$ cat src/rtl/wb_arbiter2.sv
// wb_arbiter2: two-master round-robin Wishbone B4 classic arbiter; the grant is held per CYC burst.
// Define WB_ARB_TIMEOUT_EN to add a watchdog that turns a missing slave ACK into ERR.
module wb_arbiter2 #(
  parameter int unsigned AW      = 32,
  parameter int unsigned DW      = 32,
  parameter int unsigned TIMEOUT = 255
) (
  input  logic            i_clk,
  input  logic            i_rst,
  input  logic            i_m0_cyc,
  input  logic            i_m0_stb,
  input  logic            i_m0_we,
  input  logic [AW-1:0]   i_m0_adr,
  input  logic [DW-1:0]   i_m0_dat,
  input  logic [DW/8-1:0] i_m0_sel,
  output logic [DW-1:0]   o_m0_dat,
  output logic            o_m0_ack,
  output logic            o_m0_err,
  input  logic            i_m1_cyc,
  input  logic            i_m1_stb,
  input  logic            i_m1_we,
  input  logic [AW-1:0]   i_m1_adr,
  input  logic [DW-1:0]   i_m1_dat,
  input  logic [DW/8-1:0] i_m1_sel,
  output logic [DW-1:0]   o_m1_dat,
  output logic            o_m1_ack,
  output logic            o_m1_err,
  output logic            o_s_cyc,
  output logic            o_s_stb,
  output logic            o_s_we,
  output logic [AW-1:0]   o_s_adr,
  output logic [DW-1:0]   o_s_dat,
  output logic [DW/8-1:0] o_s_sel,
  input  logic [DW-1:0]   i_s_dat,
  input  logic            i_s_ack,
  input  logic            i_s_err,
  output logic [1:0]      o_grant
);

  typedef enum logic [1:0] {StIdle, StGnt0, StGnt1} state_e;

  state_e     state_q;
  logic       last_owner_q;  // 0: m0 owned the bus last, 1: m1
  logic [1:0] grant_q;
  logic       timeout;
  logic       own_stb;

  assign own_stb = (state_q == StGnt1) ? i_m1_stb : i_m0_stb;

`ifdef WB_ARB_TIMEOUT_EN
  logic [15:0] wdog_q;

  assign timeout = (state_q != StIdle) && (wdog_q == 16'(TIMEOUT));

  always_ff @(posedge i_clk or posedge i_rst) begin
    if (i_rst) begin
      wdog_q <= '0;
    end else if (state_q == StIdle || i_s_ack || i_s_err || timeout) begin
      wdog_q <= '0;
    end else if (own_stb) begin
      wdog_q <= wdog_q + 16'd1;
    end
  end
`else
  logic unused_timeout;
  assign unused_timeout = ^16'(TIMEOUT);
  assign timeout        = 1'b0;
`endif

  always_ff @(posedge i_clk or posedge i_rst) begin
    if (i_rst) begin
      state_q      <= StIdle;
      last_owner_q <= 1'b1;
      grant_q      <= 2'b00;
    end else begin
      unique case (state_q)
        StIdle: begin
          if (i_m0_cyc && (!i_m1_cyc || last_owner_q)) begin
            state_q <= StGnt0;
            grant_q <= 2'b01;
          end else if (i_m1_cyc) begin
            state_q <= StGnt1;
            grant_q <= 2'b10;
          end
        end
        StGnt0: begin
          if (!i_m0_cyc || timeout) begin
            state_q      <= StIdle;
            last_owner_q <= 1'b0;
            grant_q      <= 2'b00;
          end
        end
        StGnt1: begin
          if (!i_m1_cyc || timeout) begin
            state_q      <= StIdle;
            last_owner_q <= 1'b1;
            grant_q      <= 2'b00;
          end
        end
        default: begin
          state_q <= StIdle;
          grant_q <= 2'b00;
        end
      endcase
    end
  end

  assign o_grant  = grant_q;
  assign o_m0_dat = i_s_dat;
  assign o_m1_dat = i_s_dat;

  // Slave bus follows the owner combinationally so a reset drops CYC/STB at once.
  always_comb begin
    o_s_cyc  = 1'b0;
    o_s_stb  = 1'b0;
    o_s_we   = 1'b0;
    o_s_adr  = (state_q == StGnt1) ? i_m1_adr : i_m0_adr;
    o_s_dat  = (state_q == StGnt1) ? i_m1_dat : i_m0_dat;
    o_s_sel  = (state_q == StGnt1) ? i_m1_sel : i_m0_sel;
    o_m0_ack = 1'b0;
    o_m0_err = 1'b0;
    o_m1_ack = 1'b0;
    o_m1_err = 1'b0;
    unique case (state_q)
      StGnt0: begin
        o_s_cyc  = i_m0_cyc & ~timeout;
        o_s_stb  = own_stb & ~timeout;
        o_s_we   = i_m0_we;
        o_m0_ack = i_s_ack & ~timeout;
        o_m0_err = i_s_err | timeout;
      end
      StGnt1: begin
        o_s_cyc  = i_m1_cyc & ~timeout;
        o_s_stb  = own_stb & ~timeout;
        o_s_we   = i_m1_we;
        o_m1_ack = i_s_ack & ~timeout;
        o_m1_err = i_s_err | timeout;
      end
      default: ;
    endcase
  end

endmodule

$ cat config.mk
export PLATFORM = sky130hd
export DESIGN_NAME = wb_arbiter2
export DESIGN_NICKNAME = d
export VERILOG_FILES = /design/src/rtl/wb_arbiter2.sv
export SDC_FILE = /design/constraint.sdc
export NUM_CORES = 1
export LEC_CHECK = 0
export BUFFER_PORTS_ARGS = -buffer_cell sky130_fd_sc_hd__buf_2
export CORE_AREA = 2 2 123 125
export CTS_BUF_LIST = sky130_fd_sc_hd__clkbuf_4 sky130_fd_sc_hd__clkbuf_8
export DETAILED_ROUTE_END_ITERATION = 12
export DIE_AREA = 0 0 125 127
export GPL_TIMING_DRIVEN = 1
export SETUP_SLACK_MARGIN = 0.2
export SLEW_MARGIN = 10
export SYNTH_ARGS = -nofsm -noshare
export SYNTH_HDL_FRONTEND = slang
export SYNTH_SLANG_ARGS = --single-unit
$ cat constraint.sdc
create_clock -name i_clk -period 1.3 [get_ports i_clk]
set_input_delay 0.065 -clock i_clk [delete_from_list [all_inputs] [get_ports i_clk]]
set_output_delay 0.065 -clock i_clk [all_outputs]
set_load 0.02 [all_outputs]
## After elaboration in Yosys (flattened, before gate mapping)

Index checks and enable logic that the tools add are counted.

| word-level totals | value |
|---|---|
| output and inout bits | 141 |
| input bits | 178 |
| flip-flop bits (word level) | 3 |
| word-level logic and storage cells | 34 |

| cells by class | value |
|---|---|
| reduce and logical (&&, ||, !) cells | 8 |
| equality and inequality tests | 5 |
| muxes and demuxes | 19 |

Operators with widths:

| kind | count |
|---|---|
| $mux W32 | 2 |
| $mux W1 | 8 |
| $mux W2 | 4 |
| $pmux W1 S2 | 3 |
| $pmux W2 S3 | 1 |
| $reduce_and A3 Y1 | 2 |
| $mux W4 | 1 |
| $ne A2 B2 Y1 const B | 2 |
| $ne A3 B3 Y1 const B | 1 |
| $eq A2 B1 Y1 const B | 1 |
| $eq A2 B2 Y1 const B | 1 |
| $logic_not A2 Y1 | 1 |
| $reduce_bool A2 Y1 | 1 |
| $reduce_or A2 Y1 | 1 |
| $logic_and A1 B1 Y1 | 1 |
| $logic_not A1 Y1 | 1 |
| $logic_or A1 B1 Y1 | 1 |

## Depth between registers and ports, before layout

Gate-level depths: netlist of run 1.

| depth | value |
|---|---|
| depth in word-level cells | 5 |
| mapped depth | 5 |
| mapped depth without buffers | 5 |

## Worst setup path before layout of run 1

No wires, ideal clock.

| path | value |
|---|---|
| path type | register to output |
| start | register, netlist name o_grant[0] |
| end | output port o_s_adr[0] |
| path buffers | 2 |
| path slack | -261 ps |
| stages on the path, launching flop included | 6 |
| arrival | 1496 ps |
| data required time | 1235 ps |
| cells stage by stage | dfrtp_1 -> inv_1 -> ha_1 -> buf_12 -> buf_12 -> mux2_4 |

RTL lines:

| element | line | text |
|---|---|---|
| end: declaration | 31 | `output logic [AW-1:0] o_s_adr,` |

==> results of run 1 <==
worst reg2reg max path, cell delays in order, from the launching register on:
cell and delay (ns):
dfrtp_2 0.42, buf_4 0.14, buf_6 0.10, buf_6 0.12, inv_4 0.06, ha_4 0.15, a22oi_4 0.08, buf_6 0.13
a32oi_1 0.21, o22ai_1 0.10
how the worst min path moves through the flow:
| stage | from | slack, ns | cells past startpoint | to |
|---|---|---|---|---|
| 6_report | i_s_dat[10] | 0.13 | 0 | o_m0_dat[10] |
| 2_1_floorplan | i_rst | -0.18 | 1 | o_grant[0]$_DFFE_PP0P_ |
| 5_1_grt | i_s_dat[3] | 0.13 | 0 | o_m0_dat[3] |
| 3_5_place_dp | i_rst | -0.04 | 2 | o_grant[0]$_DFFE_PP0P_ |
| 3_3_place_gp | i_rst | -0.04 | 2 | o_grant[0]$_DFFE_PP0P_ |
| 4_1_cts | i_s_dat[20] | 0.13 | 0 | o_m0_dat[20] |
layout make-up:
type | count | area (um2) | share of cell area
repair buffers | 254 | 1830 | 0.528
multi-input cells | 89 | 1260 | 0.363
well taps | 184 | 230 | 0.0665
flip-flops and latches | 3 | 78.8 | 0.0228
clock buffers | 4 | 48.8 | 0.0141
inverters | 5 | 21.3 | 0.00614
synth_stat cells (2+ instances only):
library cell,number
nor2b_1,3
ha_1,3
and2_1,4
mux2_4,67
a22o_1,2
buf_4,64
inv_1,5
dfrtp_1,2
buf_12,8
repair_timing:
item,CTS,global route
setup buffers,11,2
endpoints found under the setup margin,78,80
pin swaps,4,2
resized for setup,72,45
hold buffers,1,0
endpoints found under the hold margin,3,0
cloned,2,3
sequential cells by signal, summed over array words and instances, names as in the netlist:
register and cells:
o_grant 2, last_owner_q 1
logic make-up after synthesis:
kind of cell / after synthesis / share of synthesized area
buffers and inverters: 77 / 0.342
muxes: 69 / 0.533
and+or+nand+nor: 9 / 0.0279
AOI/OAI and AO/OA: 8 / 0.0383
adders and majority gates: 3 / 0.0195
DFF: 3 / 0.0396
through the flow:
step / total power [W] / worst slack, ns / std cells
floorplan: 0.00351 / -0.112 / 169
global placement: 0.00416 / -0.201 / 516
detailed placement: 0.00415 / -0.206 / 516
CTS: 0.00536 / -0.418 / 534
global route: 0.00615 / -0.450 / 539
finish: 0.00583 / -0.393 / 539
power by group:
part | switching [W] | leakage [nW] | internal, W | total [W]
sequential | 0.0000365 | 0.0336 | 0.000153 | 0.000190
combinational | 0.00227 | 1.79 | 0.00307 | 0.00534
clock | 0.0000720 | 0.0262 | 0.000231 | 0.000303
total | 0.00237 | 1.85 | 0.00346 | 0.00583
metal layers:
layer  share of wire  wire (um)  global-route usage  vias to the layer above
met5               0          0                   0                        -
met4           0.010         78              0.0176                        0
met3            0.12        918              0.0339                       14
met2            0.52       3870               0.148                      121
met1            0.35       2630              0.0869                      849
li1                -          -                   -                      892
==> impl_metrics.tcl, run 1 <==
set metrics [dict create \
    synth_edf_count 0 \
    timing_hold_violations_final 0 \
    antenna_found_initial 0 \
    fin_setup_tns_ns -27.83 \
    slowest_delay_ns 0.42 \
    fmax_mhz 591 \
    ant_nets 0 \
    vias 1876 \
    path_class "reg -> out" \
    die_x_um 125 \
    yosys-top-cells-area "mux2_4 52%, buf_4 25%, buf_12 8.3%, dfrtp_1 2.6%, ha_1 1.9%" \
    crit_path_start "o_grant[1]$_DFFE_PP0P_" \
    p_per_area_nw_per_um2 1680 \
    grt_max_degree 15 \
    drc_errors 0 \
    finalWirelength_mm 7.50 \
    crit_path_top_delay_cell "dfrtp_2" \
    synth_cell_type_count 20 \
    cts_sinks 3 \
    r2r_start "o_grant[1]$_DFFE_PP0P_" \
    yosys_warnings 0 \
    synth_flop_cell "dfrtp_1" \
    cts_tree "built" \
    finalCritPeriodShare 1.30 \
    finalClockSkew_ns 0.00311 \
    grt_pass1_vias 1901 \
    worstMarginPinSlew_ns 0.166 \
    ctsRootBufferMaster "clkbuf_8" \
    yosysTopAreaCellShare 0.522 \
    synth-seq-area-share 0.0396 \
    path_max_fanout 6 \
    synthArstFlopShare 1.00 \
    grt_pass1_wl_mm 10.3 \
    layout_common_cells "174 x buf_2, 67 x mux2_4, 53 x buf_6" \
    area_growth_pct 79.6 \
    crit_path_start_kind "register" \
    via_per_inst 3.48 \
    io_buffers 222 \
    cts_buffer_depth 2 \
    rrSetupSlack_ns -0.33 \
    track_usage 0.0808 \
    drive_above_1_share 0.966 \
    wl_per_cell_um 13.9 \
    finish.utilization 0.240 \
    overflow 0 \
    vdd_drop_max_uv 414 \
    syn_nets 350 \
    cp_num_cells 8 \
    post_dp_cell_area_um2 2790 \
    final_nets 537 \
    initialDrtViolationCount 21 \
    cp-end-kind "output pin" \
    num_antenna_cells 0 \
    fillers 1558 \
    die_y_um 127 \
    cts_buffers 3 \
    status "finished with violations" \
    fin_ws_ns -0.393 \
    power_leakage_nw 1.85 \
    dp_hpwl_mm 5.84 \
    syn_area_um2 1930 \
    rsz0062_at_grt "true" \
    initial_core_util 0.134 \
    setup_viol 78 \
    htree_num_levels 1 \
    clock_latency_ns 0.22 \
    max-cap-violations 0 \
    path_cells "ha_4 > buf_12 > buf_4 > buf_6 > a22oi_4 > buf_6 > nor2b_2 > buf_6" \
    slew_violations 0 \
    synth_top_cell_by_area "mux2_4" \
    pin_count 319 \
    relSlewSlack 0.886 \
    r2r_cells 9 \
    endpoint "o_s_cyc" \
    cp.buffers_inverters 5 \
    die_area_um2 15900 \
    final_common_cell "buf_2" \
    r2r_end "o_grant[0]$_DFFE_PP0P_" \
    synth-seq-cells 3 \
    layout_min_cycle_time_ns 1.69 \
    avgSynthCellArea_um2 11.4 \
    design.core.area_um2 14400 \
    hold_ws_ns 0.130 \
    violations "setup timing" \
    worstPathRequired_ns 1.24 \
    syn_inst 169 \
    num_rows 44 \
    cp.arrival_ns 1.63 \
    hp-class "in -> out" \
    clkSlewWorstSetupHoldPaths_ns 0.03 \
    cp_top_family "buffers and inverters" \
    cpMostUsedCell "buf_6" \
    dr.pass1.iters 2 \
    gp_congestion 0.745 \
    fin_area_um2 3460 \
]
(Power assumes the default switching activity.)
==> run 2, diff against run 1 <==
PLACE_DENSITY = 0.55   (was default)
==> run 2 against run 1 <==
  * The run still ends with setup timing left
  * Flip-flop and latch count unchanged
  * Clock power decreased by 3%
  * Setup slack got worse by 0.0099 ns
  * Cell count decreased by 1.3%
  * Global-route usage increased by 0.21 points
  * Critical path type unchanged
  * Largest power group unchanged
==> impl_metrics.tcl, run 2 (synthesis gave the netlist of run 1 again) <==
set metrics [dict create \
    initialDrtViolationCount 57 \
    initial_core_util 0.134 \
    cts_buffer_depth 2 \
    htree_num_levels 1 \
    via_per_inst 3.45 \
    crit_path_top_delay_cell "dfrtp_2" \
    dr.pass1.iters 4 \
    fin_total_pwr_w 0.00526 \
    hold_depth 0 \
    min_from "i_s_dat[31]" \
    rsz0062_at_grt "true" \
    wl_per_cell_um 13.7 \
    cts_tree "built" \
    die_x_um 125 \
    setup_viol 78 \
    crit_path_start_kind "register" \
    fillers 1554 \
    slowest_delay_ns 0.41 \
    cp-end-kind "output pin" \
    design.core.area_um2 14400 \
    cts_buffers 3 \
    status "finished with violations" \
    r2r_cells 7 \
    worstMarginPinSlew_ns 0.244 \
    clkSlewWorstSetupHoldPaths_ns 0.03 \
    num_antenna_cells 0 \
    drive_above_1_share 0.960 \
    post_dp_cell_area_um2 2770 \
    relSlewSlack 0.837 \
    grt_max_degree 21 \
    num_rows 44 \
    cp.arrival_ns 1.64 \
    slew_violations 0 \
    layout_common_cells "201 x buf_2, 67 x mux2_4, 26 x buf_6" \
    worstPathRequired_ns 1.24 \
    finalWirelength_mm 7.28 \
    path_max_fanout 7 \
    grt_pass1_wl_mm 10.3 \
    overflow 0 \
    largest_reg_flops 2 \
    track_usage 0.0829 \
    grt_pass1_vias 1874 \
    rrSetupSlack_ns -0.25 \
    io_buffers 222 \
    die_area_um2 15900 \
    clock_latency_ns 0.22 \
    cpMostUsedCell "buf_12" \
    path_class "reg -> out" \
    cp.buffers_inverters 4 \
    path_cells "ha_4 > buf_12 > buf_12 > buf_16 > mux2_4 > buf_6" \
    cp_top_family "buffers and inverters" \
    worstHoldEndpoint "o_m0_dat[31]" \
    vias 1837 \
    vdd_drop_max_uv 406 \
    timing_hold_violations_final 0 \
    p_per_area_nw_per_um2 1640 \
    antenna_found_initial 0 \
    finalCritPeriodShare 1.31 \
    gp_congestion 0.700 \
    die_y_um 127 \
    fin_ws_ns -0.403 \
    cts_sinks 3 \
    area_growth_pct 66.0 \
    fin_area_um2 3200 \
    ant_nets 0 \
    violations "setup timing" \
    drc_errors 0 \
    final_nets 530 \
    r2r_start "o_grant[1]$_DFFE_PP0P_" \
    max-cap-violations 0 \
    dp_hpwl_mm 6.04 \
    layout_min_cycle_time_ns 1.70 \
    pin_count 319 \
    final_common_cell "buf_2" \
    finalClockSkew_ns 0.000780 \
    power_leakage_nw 1.76 \
    ctsRootBufferMaster "clkbuf_8" \
    hp-class "in -> out" \
    r2r_end "last_owner_q$_DFFE_PP1P_" \
    fmax_mhz 587 \
]
run 2: metal layers:
layer	global-route usage	vias up	wire length [um]
li1	-	877	-
met1	0.0859	824	2560
met2	0.156	120	3880
met3	0.0285	16	718
met4	0.0275	0	116
met5	0	-	0
run 2: layout make-up:
type | count | area (um2) | area share
timing repair buffer | 247 | 1570 | 0.492
multi-input combinational | 89 | 1250 | 0.390
tap | 184 | 230 | 0.0719
sequential | 3 | 78.8 | 0.0246
clock buffer | 4 | 48.8 | 0.0152
inverter | 5 | 21.3 | 0.00665
run 2: worst max path at each step:
| stage | startpoint | endpoint | slack [ns] | cells after the start |
|---|---|---|---|---|
| 6_report | o_grant[1]$_DFFE_PP0P_ | o_s_adr[13] | -0.40 | 6 |
| 5_1_grt | o_grant[0]$_DFFE_PP0P_ | o_s_dat[31] | -0.45 | 6 |
| 4_1_cts | o_grant[1]$_DFFE_PP0P_ | o_s_adr[15] | -0.41 | 6 |
| 3_5_place_dp | o_grant[0]$_DFFE_PP0P_ | o_s_sel[0] | -0.20 | 5 |
| 3_3_place_gp | o_grant[0]$_DFFE_PP0P_ | o_s_sel[0] | -0.20 | 5 |
| 2_1_floorplan | o_grant[0]$_DFFE_PP0P_ | o_s_adr[0] | -0.11 | 5 |
run 2: power breakdown:
group	total, W	switching, W	internal [W]	leakage, nW
clock network	0.000295	0.0000650	0.000230	0.0262
logic	0.00478	0.00215	0.00263	1.70
registers	0.000183	0.0000305	0.000153	0.0336
total	0.00526	0.00225	0.00302	1.76
run 2: through the flow:
stage	setup WS [ns]	util	instances	hold WS, ns	TNS [ns]
4_1_cts	-0.412	0.218	528	0.130	-28.11
2_1_floorplan	-0.112	-	169	-0.182	-7.56
6_report	-0.403	0.222	532	0.130	-27.02
3_5_place_dp	-0.196	0.192	513	-0.0353	-10.43
3_3_place_gp	-0.196	0.192	513	-0.0335	-10.14
5_1_grt	-0.454	0.222	532	0.130	-31.52
run 2: what timing repair did:
action                                  4_1_cts  5_1_grt
gates resized for setup                      49       11
gates cloned                                  3        0
buffers inserted                              7        4
endpoints found under the hold margin         3        0
endpoints found under the setup margin       78       79
pin swaps                                     3        0
hold buffers                                  1        0
==> run 3, diff against run 2 <==
CTS_BUF_LIST = sky130_fd_sc_hd__clkbuf_4   (was sky130_fd_sc_hd__clkbuf_4 sky130_fd_sc_hd__clkbuf_8)
==> run 3 against run 2 <==
  * The flow still finishes with violations (setup timing)
  * Via count down 0.11%
  * Largest cell class unchanged
  * Setup slack got worse by 0.017 ns
  * Core utilization up 0.18 points
  * Sequential power hardly changed
  * Hold slack unchanged
  * Maximum frequency fell by 0.97%
  * First-iteration DRC count fell by 7.0%
  * Clock power is 38% lower
==> impl_metrics.tcl, run 3 (synthesis gave the netlist of run 1 again) <==
set metrics [dict create \
    status "finished with violations" \
    violations "setup timing" \
    cp.arrival_ns 1.65 \
    final_nets 528 \
    layout_common_cells "193 x buf_2, 67 x mux2_4, 30 x buf_6" \
    track_usage 0.0818 \
    rrSetupSlack_ns -0.28 \
    timing_hold_violations_final 0 \
    worstMarginPinSlew_ns 0.236 \
    dr.pass1.iters 4 \
    io_buffers 222 \
    dp_hpwl_mm 6.04 \
    finalClockSkew_ns 0.00300 \
    vias 1835 \
    hold_depth 0 \
    path_cells "ha_4 > buf_12 > buf_12 > buf_16 > mux2_4 > buf_6" \
    p_per_area_nw_per_um2 1630 \
    area_growth_pct 67.4 \
    antenna_found_initial 0 \
    grt_pass1_vias 1883 \
    fmax_mhz 582 \
    r2r_start "o_grant[1]$_DFFE_PP0P_" \
    largest_reg_flops 2 \
    cts_sinks 3 \
    initial_core_util 0.134 \
    min_from "i_s_dat[31]" \
    finalCritPeriodShare 1.32 \
    setup_viol 78 \
    slew_violations 0 \
    worstHoldEndpoint "o_m0_dat[31]" \
    hp-class "in -> out" \
    worstPathRequired_ns 1.24 \
    crit_path_start_kind "register" \
    num_antenna_cells 0 \
    power_leakage_nw 1.75 \
    r2r_end "o_grant[1]$_DFFE_PP0P_" \
    cp-end-kind "output pin" \
    final_common_cell "buf_2" \
    ctsRootBufferMaster "clkbuf_4" \
    via_per_inst 3.46 \
    finalWirelength_mm 7.32 \
    design.core.area_um2 14400 \
    slowest_delay_ns 0.41 \
    htree_num_levels 1 \
    initialDrtViolationCount 53 \
    path_max_fanout 7 \
    cp_top_family "buffers and inverters" \
    cts_tree "built" \
    grt_max_degree 21 \
    gp_congestion 0.700 \
    die_x_um 125 \
    dp.cells 513 \
    r2r_cells 7 \
    cpMostUsedCell "buf_12" \
    rsz0062_at_grt "true" \
    fin_cells 530 \
    fin_ws_ns -0.419 \
    path_class "reg -> out" \
    clkSlewWorstSetupHoldPaths_ns 0.04 \
    hold_ws_ns 0.130 \
    relSlewSlack 0.843 \
    cp.buffers_inverters 4 \
    finish.utilization 0.224 \
    vdd_drop_max_uv 448 \
    layout_min_cycle_time_ns 1.72 \
    die_y_um 127 \
    cts_buffer_depth 2 \
    drive_above_1_share 0.965 \
    pin_count 319 \
    fin_area_um2 3230 \
    num_rows 44 \
    overflow 0 \
    die_area_um2 15900 \
    fillers 1547 \
    drc_errors 0 \
    cts_buffers 3 \
    clock_latency_ns 0.23 \
    crit_path_top_delay_cell "dfrtp_2" \
    max-cap-violations 0 \
    ant_nets 0 \
    post_dp_cell_area_um2 2770 \
    grt_pass1_wl_mm 10.3 \
    wl_per_cell_um 13.8 \
]
## run 3: how the worst max path moves through the flow
stage	startpoint	end	slack (ns)	cells past startpoint
finish	o_grant[1]$_DFFE_PP0P_	o_s_adr[13]	-0.42	6
global route	o_grant[0]$_DFFE_PP0P_	o_s_adr[15]	-0.47	7
CTS	o_grant[1]$_DFFE_PP0P_	o_s_adr[15]	-0.43	6
detailed placement	o_grant[0]$_DFFE_PP0P_	o_s_sel[0]	-0.20	5
global placement	o_grant[0]$_DFFE_PP0P_	o_s_sel[0]	-0.20	5
floorplan	o_grant[0]$_DFFE_PP0P_	o_s_adr[0]	-0.11	5
## run 3: power breakdown
| group | switching (W) | internal, W | total (W) |
|---|---|---|---|
| logic | 0.00219 | 0.00270 | 0.00488 |
| registers | 0.0000301 | 0.000152 | 0.000183 |
| clock network | 0.0000469 | 0.000136 | 0.000183 |
## run 3: per-layer routing
layer | routed length, um | global-route usage | vias to the layer above
li1 | - | - | 872
met1 | 2560 | 0.0851 | 830
met2 | 3980 | 0.157 | 121
met3 | 700 | 0.0285 | 12
met4 | 72 | 0.0196 | 0
met5 | 0 | 0 | -
## run 3: area by class of cell
| class | instances | area [um2] | share of cell area |
|---|---|---|---|
| clock buffers | 4 | 30.0 | 0.00931 |
| repair buffers | 245 | 1600 | 0.496 |
| multi-input cells | 89 | 1270 | 0.393 |
| inverters | 5 | 18.8 | 0.00582 |
| flip-flops and latches | 3 | 78.8 | 0.0244 |
| well taps | 184 | 230 | 0.0713 |
## run 3: through the flow
step	setup WS, ns	power [W]	TNS (ns)
finish	-0.419	0.00525	-28.34
global placement	-0.196	0.00413	-10.14
global route	-0.472	0.00553	-32.73
floorplan	-0.112	0.00351	-7.56
CTS	-0.428	0.00512	-29.34
detailed placement	-0.196	0.00411	-10.43
## run 3: repair_timing
item	4_1_cts	5_1_grt
endpoints found under the hold margin	3	0
setup endpoints to repair	78	79
cloned	3	0
pin swaps	3	1
resized for setup	48	23
hold buffers	1	0
setup buffers	8	1
